--- src/rtl/sprite_cmd_scheduler.sv ---
// Queues HPS-staged 48-bit sprite descriptors and drains them into the shared
// descriptor table during blanking (or on flush), yielding the port to the renderer.
module sprite_cmd_scheduler #(
    parameter int DEPTH       = 8,
    parameter int IDX_W       = 8,
    parameter int VBLANK_GATE = 1
) (
    input  logic             clk,
    input  logic             reset,
    input  logic [7:0]       hps_writedata,
    input  logic [2:0]       hps_address,
    input  logic             hps_write,
    input  logic             hps_read,
    input  logic             hps_chipselect,
    output logic [7:0]       hps_readdata,
    input  logic             vblank,
    input  logic             rnd_req,
    input  logic [IDX_W-1:0] rnd_addr,
    output logic             rnd_gnt,
    output logic [IDX_W-1:0] tbl_addr,
    output logic             tbl_we,
    output logic [47:0]      tbl_wdata,
    output logic             flush_done
);

    localparam int PTR_W = $clog2(DEPTH);

    typedef enum logic {NORMAL, FLUSH} state_t;

    state_t             state;
    logic [5:0][7:0]    staging;
    logic [IDX_W-1:0]   idx_mem  [DEPTH];
    logic [47:0]        data_mem [DEPTH];
    logic [PTR_W-1:0]   wr_ptr;
    logic [PTR_W-1:0]   rd_ptr;
    logic [PTR_W:0]     count;
    logic               overflow;

    logic               bus_wr;
    logic               stage_wr;
    logic               commit;
    logic               ctrl_wr;
    logic               empty;
    logic               full;
    logic               win;
    logic               pop;
    logic               push;
    logic               drop;
    logic               flush_req;
    logic               ovf_clr;
    logic [IDX_W-1:0]   head_idx;
    logic [47:0]        head_data;

    assign bus_wr    = hps_chipselect & hps_write;
    assign stage_wr  = bus_wr && (hps_address < 3'd6);
    assign commit    = bus_wr && (hps_address == 3'd6);
    assign ctrl_wr   = bus_wr && (hps_address == 3'd7);
    assign flush_req = ctrl_wr & hps_writedata[0];
    assign ovf_clr   = ctrl_wr & hps_writedata[1];

    assign empty = (count == '0);
    assign full  = (count == (PTR_W+1)'(DEPTH));
    assign win   = (VBLANK_GATE == 0) || vblank || (state == FLUSH);

    // Gating with reset keeps a held reset from leaking a table write out of a stale queue.
    assign pop  = reset & ~rnd_req & win & ~empty;
    assign push = commit & (~full | pop);
    assign drop = commit & ~push;

    // Masking the head while empty keeps the table outputs defined before any entry is written.
    assign head_idx  = empty ? '0 : idx_mem[rd_ptr];
    assign head_data = empty ? '0 : data_mem[rd_ptr];

    assign rnd_gnt   = rnd_req;
    assign tbl_we    = pop;
    assign tbl_addr  = rnd_req ? rnd_addr : head_idx;
    assign tbl_wdata = head_data;

    // Queue storage carries data only; occupancy is tracked by the control registers.
    always_ff @(posedge clk) begin
        if (push) begin
            idx_mem[wr_ptr]  <= hps_writedata[IDX_W-1:0];
            data_mem[wr_ptr] <= staging;
        end
    end

    always_ff @(posedge clk) begin
        if (!reset) begin
            staging      <= '0;
            wr_ptr       <= '0;
            rd_ptr       <= '0;
            count        <= '0;
            overflow     <= 1'b0;
            hps_readdata <= 8'h00;
            flush_done   <= 1'b0;
            state        <= NORMAL;
        end else begin
            if (stage_wr)
                staging[hps_address] <= hps_writedata;

            if (push)
                wr_ptr <= wr_ptr + 1'b1;
            if (pop)
                rd_ptr <= rd_ptr + 1'b1;
            count <= count + {{PTR_W{1'b0}}, push} - {{PTR_W{1'b0}}, pop};

            if (drop)
                overflow <= 1'b1;
            else if (ovf_clr)
                overflow <= 1'b0;

            if (hps_chipselect && hps_read)
                hps_readdata <= {4'b0000, state == FLUSH, overflow, empty, full};

            flush_done <= 1'b0;
            case (state)
                NORMAL: begin
                    if (flush_req)
                        state <= FLUSH;
                end
                FLUSH: begin
                    // A commit landing on an empty queue keeps the flush open.
                    if (empty && !push) begin
                        state      <= NORMAL;
                        flush_done <= 1'b1;
                    end
                end
                default: state <= NORMAL;
            endcase
        end
    end

endmodule

--- config.mk ---
export PLATFORM = sky130hd
export DESIGN_NAME = sprite_cmd_scheduler
export DESIGN_NICKNAME = d
export VERILOG_FILES = /design/src/rtl/sprite_cmd_scheduler.sv
export SDC_FILE = /design/constraint.sdc
export NUM_CORES = 1
export LEC_CHECK = 0
export ABC_AREA = 0
export BUFFER_PORTS_ARGS = -buffer_cell sky130_fd_sc_hd__buf_2
export CORE_UTILIZATION = 55
export CTS_BUF_LIST = sky130_fd_sc_hd__clkbuf_4 sky130_fd_sc_hd__clkbuf_8
export DETAILED_ROUTE_END_ITERATION = 16
export GPL_ROUTABILITY_DRIVEN = 0
export PLACE_DENSITY = 0.83
export SYNTH_ARGS = -nofsm -noshare
export SYNTH_HDL_FRONTEND = slang
export SYNTH_SLANG_ARGS = --single-unit
export TNS_END_PERCENT = 1
--- constraint.sdc ---
create_clock -name clk -period 13 [get_ports clk]
set_input_delay 0.65 -clock clk [delete_from_list [all_inputs] [get_ports clk]]
set_output_delay 0.65 -clock clk [all_outputs]
set_load 0.02 [all_outputs]
### Yosys cells after proc, flatten, opt, wreduce, memory -nomap -nowiden

Memory sizes are Yosys's and may differ from the RTL's. A register that Yosys moved wholly into a read port is not among the register bits.
Index checks and enable logic that the tools add are counted.

| word-level totals | value |
|---|---|
| register bits after elaboration | 65 |
| bits in writable memories | 448 |
| bits of input ports | 26 |
| output and inout port bits | 67 |
| word-level logic and storage cells | 68 |
| memories kept | 2 |

Memory list:

| name | depth | bits a word | rd ports | clocked after memory_dff | wr ports | line | RTL |
|---|---|---|---|---|---|---|---|
| data_mem | 8 | 48 | 1 | 1 | 1 | 33 | `logic [47:0] data_mem [DEPTH];` |
| idx_mem | 8 | 8 | 1 | 1 | 1 | 32 | `logic [IDX_W-1:0] idx_mem [DEPTH];` |

| operators by class | value |
|---|---|
| $add $sub $neg | 4 |
| order comparisons | 3 |
| equal/unequal tests | 3 |
| mux-type cells | 18 |
| bitwise logic cells | 14 |
| reductions and logical operators | 11 |

Operators by type and width:

| kind | count |
|---|---|
| bitwise mux 48 bit | 1 |
| 2-to-1 mux 48 bit | 1 |
| demux 8 bit (select 3 bit) | 1 |
| 2-to-1 mux 8 bit | 3 |
| 2-to-1 mux 3 bit | 4 |
| AND 1 bit | 8 |
| 2-to-1 mux 1 bit | 7 |
| adder 3 x 1 -> 3 bit (second input constant) | 2 |
| == test 3 bit (second input constant) | 2 |
| logical AND 1 bit | 6 |
| NOT 1 bit | 5 |
| adder 4 x 1 -> 4 bit | 1 |
| == test 4 bit (second input constant) | 1 |
| logical NOT 4 bit | 1 |
| less-than comparator 3 x 4 -> 1 bit (second input constant) | 1 |
| subtractor 4 x 1 -> 4 bit | 1 |
| >= comparator 3 x 1 -> 1 bit (second input constant) | 1 |
| less-than comparator 3 bit (second input constant) | 1 |
| case mux 1 bit (2 select lines) | 1 |
| AND reduction 2 bit | 1 |
| nonzero test 2 bit | 1 |
| logical NOT 1 bit | 1 |
| logical OR 1 bit | 1 |
| OR 1 bit | 1 |

### Depth between registers and ports, before layout

| logic depth | value |
|---|---|
| word-level depth | 10 |
| gate-level depth with buffers | 12 |
| mapped depth without buffers | 12 |

### Worst setup path after synthesis

No wires, ideal clock.

| timing path | value |
|---|---|
| path kind | input port to flip-flop |
| start point | input port rnd_req |
| end point | memory data_mem[0][0], enable pin |
| library setup time | 608 ps |
| data arrival time | 6716 ps |
| data required time | 12392 ps |
| slack | 5676 ps |
| stages | 4 |
| buffers on the path | 1 |
| path through | clkbuf_1 > o31ai_2 > nand2_2 > nor4_1 |

| between the ends | value |
|---|---|
| longest elaborated chain between the ends | 8 |

Ends and longest elaborated chain:

| what | line | RTL |
|---|---|---|
| start, declared | 17 | `input logic rnd_req,` |
| NOT 1 bit | 66 | `assign pop = reset & ~rnd_req & win & ~empty;` |
| AND 1 bit (3 in a row) | 66 |  |
| OR 1 bit | 67 | `assign push = commit & (~full \| pop);` |
| AND 1 bit | 67 |  |
| 2-to-1 mux 1 bit | 81 | `if (push) begin` |
| 2-to-1 mux 1 bit (implied by the code) | 83 | `data_mem[wr_ptr] <= staging;` |
| end, declared | 33 |  |

No other way between the ends.

==> reports/qor.yml <==
status: "finished with violations"
violations: "DRC"
reg2reg_to: "data_mem[0][18]$_DFFE_PP_"
grt_pass1_wl_mm: 59.9
synth_cell_type_count: 45
cts.sinks: 516
post-cts-setup-buffers: 0
crit_path_end_kind: "output port"
grt.total_usage_pct: 22.5
wl_per_cell_um: 24.2
fin_nets: 1175
cts_buffers: 78
power.density_mw_per_mm2: 150
ys_warn_count: 0
grt_start_max_net_pins: 70
cp_slowest_cell: "buf_4"
num_rows: 69
slowest_delay_ns: 0.87
setup-tns-final_ns: 0
async_flop_share_pct: 0
worstMarginPinSlew_ns: 1.28
cts_resized: 0
setup_viol: 0
holdBufCountCts: 0
min_path_cells: 3
start_util_pct: 56.0
io_pins: 93
n_fill_cell: 2382
die_x_um: 192
grt_pass1_vias: 10200
fin_crit_sh_pct: 37.2
wl_mm: 40.3
fin_skew_ns: 0.0221
hold_class: "input port to register"
ant_nets: 0
path_max_fanout: 49
cp.required_ns: 12.35
path_clk_slew_ns: 0.06
firstDrtPassIters: 11
drive_gt1_share_pct: 30.5
crit_buf_inv: 3
cpLargestDelayFamily: "buffers and inverters"
r2r_slack_ns: 9.45
netlist_area_mm2: 0.0200
synth_edf_count: 448
avgSynthCellArea_um2: 19.8
core_mm2: 0.0357
reg2regPathDepth: 7
whs_ns: 0.360
hold_viol_final: 0
slew_headroom_pct: 14.6
cp.arrival_ns: 4.18
fmax_mhz: 207
ys_seq_area_share_pct: 74.2
grt_util_met2_pct: 36.5
busiest_layer: "met2"
die-area_mm2: 0.0370
min_from: "hps_read"
root_buffer: "clkbuf_8"
vias: 9879
hold_end: "hps_readdata[0]$_SDFFE_PN0P_"
antenna_found_initial: 0
drt_iter0_markers: 1017
grtUsageMet3_pct: 5.31
crit_path_start_kind: "register"
ir_worst_vdd_mv: 0.0997
insertion_delay_ns: 0.60
slew_viol_final: 0
clock_path_buffers: 3
dp_hpwl_mm: 21.2
diodes: 0
ctsHtreeMaxLevel: 3
maxCapViolations: 0
min_period_ns: 4.83
synth_flop_cell: "edfxtp_1"
vias_per_cell: 5.93
overflow: 0
total_leakage_power_uw: 0.00701
rsz0062_at_grt: "false"
drcViolationCount: 10
cpMostUsedCell: "buf_4"
area_growth_pct: 12.3
met1_usage_pct: 29.9
worstSetupPathType: "register to output port"
ys_seq_elements: 516
numPortBuffers: 88
die_h_um: 192
rr_startpoint: "count[2]$_SDFF_PN0_"
cts_tree: "done"
worstPathCellList: "buf_4, buf_4, nand3b_1, nand2_1, o41ai_1, buf_2"
synth_cells: 1009
synth_stat cells (all sizes together) (7+ instances only):
library cell	count	area (um2)
clkbuf	18	67.6
ha	8	100
o31ai	8	65.1
buf	39	269
dfxtp	68	1360
edfxtp	448	13500
nand3	18	95.1
nor2b	44	275
nand2b	7	43.8
mux4	110	2480
mux2i	101	1010
nand2	30	115
nor2	54	210
a21boi	13	97.6
power breakdown:
group	internal [uW]	switching (uW)	total (uW)
clock network	707	604	1310
logic	84.7	157	242
registers	1790	13.1	1800
flip-flops by register name (all words and copies together) (netlist names), named ones only:
name and cells:
idx_mem 64, overflow 1, count 4, rd_ptr 3, wr_ptr 3, state 1, staging 48, data_mem 384
hps_readdata 4, flush_done 1
worst register-to-register path: stages, from the launching register on:
cell and delay [ns]:
dfxtp_1 0.31, inv_1 0.07, ha_1 0.20, nor3b_4 0.16, o31ai_2 0.36, nand2_2 0.26, nor4_2 0.96, buf_4 0.84
logic make-up after synthesis:
group	Yosys count	share of synthesized area (%)
simple gates	176	4.57
xor+xnor	4	0.176
buf+inv	63	1.80
fa+ha+maj	9	0.602
flops	516	74.2
compound gates	28	1.05
other cells	1	0.0188
mux	212	17.5
final cells by class:
type / instances / area [um2] / share of cell area, %
Clock buffer: 120 / 1420 / 6.34
Tap cell: 461 / 577 / 2.57
Sequential cell: 516 / 14800 / 66.2
Multi-Input combinational cell: 433 / 4840 / 21.6
Inverter: 6 / 22.5 / 0.101
Clock inverter: 24 / 153 / 0.681
Timing Repair Buffer: 105 / 568 / 2.54
how the worst max path moves through the flow:
stage                   from                       end  cells after the start
detailed placement  register             tbl_wdata[46]                      6
finish              register               tbl_addr[5]                      6
floorplan            rnd_req  data_mem[0][0]$_DFFE_PP_                      4
global placement    register             tbl_wdata[46]                      6
CTS                 register             tbl_wdata[46]                      6
global route        register             tbl_wdata[46]                      6
placed cells by master (no fill, tap or decap), drive strengths merged, types with 3 or more instances in the layout:
cell type  count
nor3           5
nand3         18
nand2b         7
nor2          54
clkinv        16
mux4         110
ha             8
buf          105
clkbuf       120
nand2         30
dfxtp         68
o31ai          8
and2           6
xor2           3
a21boi        13
mux2i        101
edfxtp       448
nor2b         44
conb           4
inv           12
metal layers:
metal	share of wire (%)	vias to the layer above	routed length [um]
li1	-	4285	-
met2	49	475	19800
met4	2.6	0	1060
met1	39	5047	15500
met3	9.5	72	3840
met5	0	-	0
per-stage QoR:
step	std cells	util, %	total power [uW]	worst slack [ns]	instance area, um2
4_1_cts	1665	62.8	3380	8.04	22400
3_5_place_dp	1521	58.4	2090	8.72	20800
3_3_place_gp	1521	58.4	2080	8.73	20800
5_1_grt	1665	62.8	3470	7.78	22400
6_report	1665	62.8	3360	8.17	22400
2_1_floorplan	1012	-	2000	5.68	20000
Note: power is estimated with default switching activity, not from simulation.
